==> src/rtl/dmem_arbiter_if.sv <==
// Request/response bundle between the two data-memory requesters and dmem_arbiter.
// Port 0 is the core load/store unit and port 1 is the debug/DMA loader.
interface dmem_arbiter_if;
    logic [1:0]  req_valid;
    logic [1:0]  req_ready;
    logic        req_we0;
    logic        req_we1;
    logic [31:0] req_addr0;
    logic [31:0] req_addr1;
    logic [31:0] req_wdata0;
    logic [31:0] req_wdata1;
    logic [3:0]  req_be0;
    logic [3:0]  req_be1;
    logic [1:0]  rsp_valid;
    logic [1:0]  rsp_ready;
    logic [31:0] rsp_rdata;
    logic        rsp_err;

    modport slave (
        input  req_valid, req_we0, req_we1, req_addr0, req_addr1,
               req_wdata0, req_wdata1, req_be0, req_be1, rsp_ready,
        output req_ready, rsp_valid, rsp_rdata, rsp_err
    );

    modport master (
        output req_valid, req_we0, req_we1, req_addr0, req_addr1,
               req_wdata0, req_wdata1, req_be0, req_be1, rsp_ready,
        input  req_ready, rsp_valid, rsp_rdata, rsp_err
    );
endinterface

==> src/rtl/dmem_arbiter.sv <==
// Round-robin two-port arbiter in front of the data memory, with byte-enable merge and held response.
// Optional macro DMEM_ADDR_CHECK_EN: out-of-range word addresses are acked with rsp_err and never written.
module dmem_arbiter #(
    parameter int MEM_DEPTH = 1024
) (
    input  logic        clk,
    input  logic        rst,
    dmem_arbiter_if.slave bus,
    output logic        mem_we,
    output logic [31:0] mem_addr,
    output logic [31:0] mem_wdata,
    input  logic [31:0] mem_rdata
);

    if (MEM_DEPTH < 1 || MEM_DEPTH > 1073741824) begin : g_bad_depth
        $error("dmem_arbiter: MEM_DEPTH out of range");
    end

    typedef enum logic {
        IDLE = 1'b0,
        RESP = 1'b1
    } state_t;

    state_t      state;
    state_t      state_next;

    logic        last_grant;
    logic        grant;
    logic        accept;
    logic        rsp_done;
    logic        in_range;
    logic        sel_we;
    logic [31:0] sel_addr;
    logic [31:0] sel_wdata;
    logic [3:0]  sel_be;
    logic [31:0] merged;
    logic [31:0] addr_q;
    logic [31:0] rsp_rdata_q;
    logic [1:0]  rsp_valid_q;
    logic [1:0]  req_ready;

    // With both ports valid, the port that did not win last time goes next.
    always_comb begin
        grant = bus.req_valid[1];
        if (&bus.req_valid) begin
            grant = ~last_grant;
        end
    end

    always_comb begin
        sel_we    = grant ? bus.req_we1    : bus.req_we0;
        sel_addr  = grant ? bus.req_addr1  : bus.req_addr0;
        sel_wdata = grant ? bus.req_wdata1 : bus.req_wdata0;
        sel_be    = grant ? bus.req_be1    : bus.req_be0;
    end

    always_comb begin
        merged = mem_rdata;
        for (int i = 0; i < 4; i++) begin
            if (sel_be[i]) begin
                merged[8*i +: 8] = sel_wdata[8*i +: 8];
            end
        end
    end

`ifdef DMEM_ADDR_CHECK_EN
    localparam logic [30:0] DEPTH_W = 31'(MEM_DEPTH);
    assign in_range = ({1'b0, sel_addr[31:2]} < DEPTH_W);
`else
    assign in_range = 1'b1;
`endif

    always_ff @(posedge clk) begin
        if (rst) begin
            state <= IDLE;
        end else begin
            state <= state_next;
        end
    end

    always_comb begin
        state_next = state;
        req_ready  = 2'b00;
        accept     = 1'b0;
        rsp_done   = 1'b0;
        mem_we     = 1'b0;
        mem_addr   = addr_q;
        unique case (state)
            IDLE: begin
                mem_addr = sel_addr;
                if (|bus.req_valid) begin
                    accept            = 1'b1;
                    req_ready[grant]  = 1'b1;
                    mem_we            = sel_we & (|sel_be) & in_range;
                    state_next        = RESP;
                end
            end
            RESP: begin
                // Only the owner of the pending response can retire it.
                if (bus.rsp_ready[last_grant]) begin
                    rsp_done   = 1'b1;
                    state_next = IDLE;
                end
            end
            default: state_next = IDLE;
        endcase
    end

    always_ff @(posedge clk) begin
        if (rst) begin
            rsp_valid_q <= 2'b00;
            rsp_rdata_q <= '0;
            last_grant  <= 1'b1;
            addr_q      <= '0;
        end else if (accept) begin
            rsp_valid_q <= grant ? 2'b10 : 2'b01;
            rsp_rdata_q <= in_range ? mem_rdata : '0;
            last_grant  <= grant;
            addr_q      <= sel_addr;
        end else if (rsp_done) begin
            rsp_valid_q <= 2'b00;
        end
    end

`ifdef DMEM_ADDR_CHECK_EN
    logic rsp_err_q;

    always_ff @(posedge clk) begin
        if (rst) begin
            rsp_err_q <= 1'b0;
        end else if (accept) begin
            rsp_err_q <= ~in_range;
        end else if (rsp_done) begin
            rsp_err_q <= 1'b0;
        end
    end

    assign bus.rsp_err = rsp_err_q;
`else
    assign bus.rsp_err = 1'b0;
`endif

    assign mem_wdata     = merged;
    assign bus.req_ready = req_ready;
    assign bus.rsp_valid = rsp_valid_q;
    assign bus.rsp_rdata = rsp_rdata_q;

endmodule

==> src/flat_wrapper.sv <==
// flat-port wrapper written by rule: the top's interface ports become plain ports
module dmem_arbiter_flat 
#(
    parameter int MEM_DEPTH = 1024
)
  (clk, rst, mem_we, mem_addr, mem_wdata, mem_rdata, bus_req_valid, bus_req_we0, bus_req_we1, bus_req_addr0, bus_req_addr1, bus_req_wdata0, bus_req_wdata1, bus_req_be0, bus_req_be1, bus_rsp_ready, bus_req_ready, bus_rsp_valid, bus_rsp_rdata, bus_rsp_err);
  dmem_arbiter_if bus_i ();
  input  logic clk;
  input  logic rst;
  output logic mem_we;
  output logic [31:0] mem_addr;
  output logic [31:0] mem_wdata;
  input  logic [31:0] mem_rdata;
  input wire logic [$bits(bus_i.req_valid)-1:0] bus_req_valid;
  input wire logic [$bits(bus_i.req_we0)-1:0] bus_req_we0;
  input wire logic [$bits(bus_i.req_we1)-1:0] bus_req_we1;
  input wire logic [$bits(bus_i.req_addr0)-1:0] bus_req_addr0;
  input wire logic [$bits(bus_i.req_addr1)-1:0] bus_req_addr1;
  input wire logic [$bits(bus_i.req_wdata0)-1:0] bus_req_wdata0;
  input wire logic [$bits(bus_i.req_wdata1)-1:0] bus_req_wdata1;
  input wire logic [$bits(bus_i.req_be0)-1:0] bus_req_be0;
  input wire logic [$bits(bus_i.req_be1)-1:0] bus_req_be1;
  input wire logic [$bits(bus_i.rsp_ready)-1:0] bus_rsp_ready;
  output wire logic [$bits(bus_i.req_ready)-1:0] bus_req_ready;
  output wire logic [$bits(bus_i.rsp_valid)-1:0] bus_rsp_valid;
  output wire logic [$bits(bus_i.rsp_rdata)-1:0] bus_rsp_rdata;
  output wire logic [$bits(bus_i.rsp_err)-1:0] bus_rsp_err;
  assign bus_i.req_valid = bus_req_valid;
  assign bus_i.req_we0 = bus_req_we0;
  assign bus_i.req_we1 = bus_req_we1;
  assign bus_i.req_addr0 = bus_req_addr0;
  assign bus_i.req_addr1 = bus_req_addr1;
  assign bus_i.req_wdata0 = bus_req_wdata0;
  assign bus_i.req_wdata1 = bus_req_wdata1;
  assign bus_i.req_be0 = bus_req_be0;
  assign bus_i.req_be1 = bus_req_be1;
  assign bus_i.rsp_ready = bus_rsp_ready;
  assign bus_req_ready = bus_i.req_ready;
  assign bus_rsp_valid = bus_i.rsp_valid;
  assign bus_rsp_rdata = bus_i.rsp_rdata;
  assign bus_rsp_err = bus_i.rsp_err;
  dmem_arbiter #(.MEM_DEPTH(MEM_DEPTH)) u_core (.clk(clk), .rst(rst), .bus(bus_i), .mem_we(mem_we), .mem_addr(mem_addr), .mem_wdata(mem_wdata), .mem_rdata(mem_rdata));
endmodule
==> config.mk <==
export PLATFORM = sky130hd
export DESIGN_NAME = dmem_arbiter_flat
export DESIGN_NICKNAME = d
export VERILOG_FILES = /design/src/rtl/dmem_arbiter_if.sv /design/src/rtl/dmem_arbiter.sv /design/src/flat_wrapper.sv
export SDC_FILE = /design/constraint.sdc
export NUM_CORES = 1
export LEC_CHECK = 0
export ABC_AREA = 1
export CAP_MARGIN = 10
export CORE_MARGIN = 5
export CORE_UTILIZATION = 35
export DETAILED_ROUTE_END_ITERATION = 8
export PLACE_DENSITY = 0.76
export REMOVE_ABC_BUFFERS = 1
export SETUP_SLACK_MARGIN = 0.02
export SLEW_MARGIN = 20
export SYNTH_ARGS = -nofsm -noshare
export SYNTH_HDL_FRONTEND = slang
export SYNTH_SLANG_ARGS = --single-unit
==> constraint.sdc <==
create_clock -name clk -period 2.39 [get_ports clk]
set_input_delay 0.717 -clock clk [delete_from_list [all_inputs] [get_ports clk]]
set_output_delay 0.717 -clock clk [all_outputs]
set_load 0.02 [all_outputs]
==> metrics.cfg <==
[yosys]
postSynth.asyncResetShare=0
synth_cells=676
synth-edff-count=0
yosysWarnings=0
ys.flop_type=dfxtp_1
synthDistinctLibCells=20
ys_seq_elements=68
syn_area_um2=4000
yosys.cell_count.top_type=nand2_1
avgSynthCellArea_um2=5.92
ys_top_cells_by_count=274 x nand2_1, 75 x o21ai_0, 68 x dfxtp_1
yosysTopAreaCellShare=0.340
yosysSeqAreaShare=0.340
synth.area.top_cells=dfxtp_1 34%, nand2_1 26%, o21ai_0 9.4%
yosysTopAreaCell=dfxtp_1

[global_routing]
grt_pass1_vias=5322
grt.total_usage=0.261
grt_antenna_before_repair=0
grt_pass1_wl_mm=27.8
grt_remaining_overflow=0
grt_max_degree=54

[finish]
insertedDiodeCount=0
final_core_util=0.793
area_growth_pct=124
final_area_um2=8980
fin_cells=1172
drive_gt1_frac=0.323
fin_nets=1200

[floorplanning]
die_h_um=117
die_w_um=117
die_area_um2=13700
fp-row-count=39
ios=278
core_um2=11300
initial_core_util=0.354

[placement]
dp.cells=1111
dp_hpwl_mm=12.1
dp_slack_ns=-1.01
port_buffers=276
dpl_cell_area_um2=7220
gp_congestion=0.878

[min_path]
hold_path_startpoint=u_core.bus.rsp_valid[1]$_SDFFE_PP0P_
hold_end=u_core.bus.rsp_valid[1]$_SDFFE_PP0P_
min_path_type=reg2reg
holdPathStages=2

[detailed_routing]
drc_errors=0
antenna_left=0
wl_per_cell_um=17.5
wl_mm=20.5
routed.top_layer=met4
firstDrtPassIters=6
vias=5881
drt_iter0_markers=306
viasPerCell=5.02
wl_met1_mm=7.40
wl_met3_mm=2.20
wl_met2_mm=10.3

[run_status]
violations=negative setup slack
status=complete, but fails checks

[timing]
slew_violations=0
hold_slack_ns=0.464
rsz0062_at_grt=true
fin_skew_ns=0.00580
layout_setup_ws_ns=-0.175
setup_violations=65
period_minus_slack_ns=2.56
layout_worst_path_cycle_share=1.07
fmax_ghz=0.390
tns_ns=-4.24
hold_viol=0

[worst_setup_path]
rrSetupSlack_ns=0.27
r2r-end=u_core.addr_q[31]$_SDFFE_PP0P_
rr_startpoint=u_core.last_grant$_SDFFE_PP1P_
crit_type=in2out
worstSetupStartpointType=input port
max_stage_delay_ns=0.19
critPathTopFamily=buffers and inverters
critical_path_peak_fanout=13
path_buf_inv=4
crit_path_end_kind=output pin
crit_path_cell_trace=buf_8 -> nand2_8 -> buf_4 -> nand2_8 -> clkbuf_16 -> nand2_1 -> o21ai_1 -> o21ai_1 -> buf_4
crit_slowest_cell=clkbuf_16
reg2reg_depth=15
crit_arrival_ns=1.85
crit_required_ns=1.67

[cts]
cts_buffers=9
clkSlewWorstSetupHoldPaths_ns=0.05
cts_root_buf=clkbuf_16
clock_path_buffers=2
clk_latency_ns=0.32
clock-sinks=68
cts_tree=done
cts.htree.levels=3
hold_buffers=0

[pwr]
p_total_mw=5.10
vdd_ir_drop_max_mv=0.408
p_leak_nw=4.24
power_density_nw_per_um2=569

[run]
drv_cap=0

-- repair_timing --
item                       4_1_cts  5_1_grt
buffers inserted                25        3
setup endpoints to repair       67       67
pin swaps                       66       59
resized for setup              541      106
cloned                          15        3
-- flip-flops by register name, indices dropped and copies added, names as in the netlist --
register,flops
u_core.bus.rsp_valid,2
u_core.addr_q,32
u_core.last_grant,1
u_core.state,1
u_core.bus.rsp_rdata,32
-- cell usage in the layout (no fill, tap or decap), types with 3 or more instances in the layout --
| cell | count |
|---|---|
| a21oi_1 | 34 |
| buf_12 | 13 |
| buf_16 | 10 |
| buf_4 | 83 |
| buf_6 | 56 |
| bufinv_16 | 3 |
| clkbuf_16 | 12 |
| clkdlybuf4s50_1 | 199 |
| dfxtp_1 | 66 |
| dlygate4sd2_1 | 6 |
| inv_1 | 40 |
| inv_6 | 3 |
| nand2_1 | 190 |
| nand2_2 | 50 |
| nand2_4 | 41 |
| nand2_8 | 4 |
| nand3b_1 | 3 |
| nor2_1 | 66 |
| o21ai_0 | 58 |
| o21ai_1 | 28 |
| o21ai_2 | 35 |
| o21ai_4 | 7 |
-- worst min-delay path, cell delays in order (launching register included) --
cell and delay, ns:
dfxtp_1 0.31, nand2_1 0.06, a21oi_1 0.05
-- area by class of cell --
class | count | area (um2)
fillers | 775 | 2340
clock buffers | 10 | 229
clock inverters | 6 | 113
well taps | 143 | 179
flip-flops and latches | 68 | 1360
repair buffers | 374 | 3950
multi-input cells | 523 | 2930
inverters | 48 | 210
-- cells by family (layout without fill, tap and decap cells) --
group	after synthesis	in the layout	share of synthesized area
AND/OR/NAND/NOR	353	358	0.343
other	1	1	0.000937
buffers and inverters	90	438	0.111
flip-flops	68	68	0.340
AO/OA/AOI/OAI	164	164	0.206
-- per-layer routing --
layer | global-route usage | up-vias
met5 | 0 | -
met4 | 0.0917 | 0
met3 | 0.0879 | 50
met2 | 0.458 | 312
met1 | 0.295 | 2675
li1 | - | 2844
-- power breakdown --
part / switching (mW) / internal, mW / leakage (nW)
clock network: 0.495 / 1.02 / 0.167
logic: 1.14 / 1.12 / 3.51
registers: 0.0696 / 1.26 / 0.566
-- how the worst max path moves through the flow --
| stage | end | cells past startpoint | slack (ns) | start |
|---|---|---|---|---|
| floorplan | mem_wdata[0] | 7 | -1.38 | bus_req_valid[0] |
| global placement | mem_addr[28] | 7 | -0.97 | bus_req_valid[0] |
| detailed placement | mem_wdata[8] | 9 | -1.01 | bus_req_valid[0] |
| CTS | mem_addr[28] | 9 | -0.08 | bus_req_valid[0] |
| global route | mem_addr[10] | 9 | -0.21 | bus_req_valid[0] |
| finish | mem_addr[10] | 9 | -0.17 | bus_req_valid[0] |
Note: power is estimated with default switching activity, not from simulation.
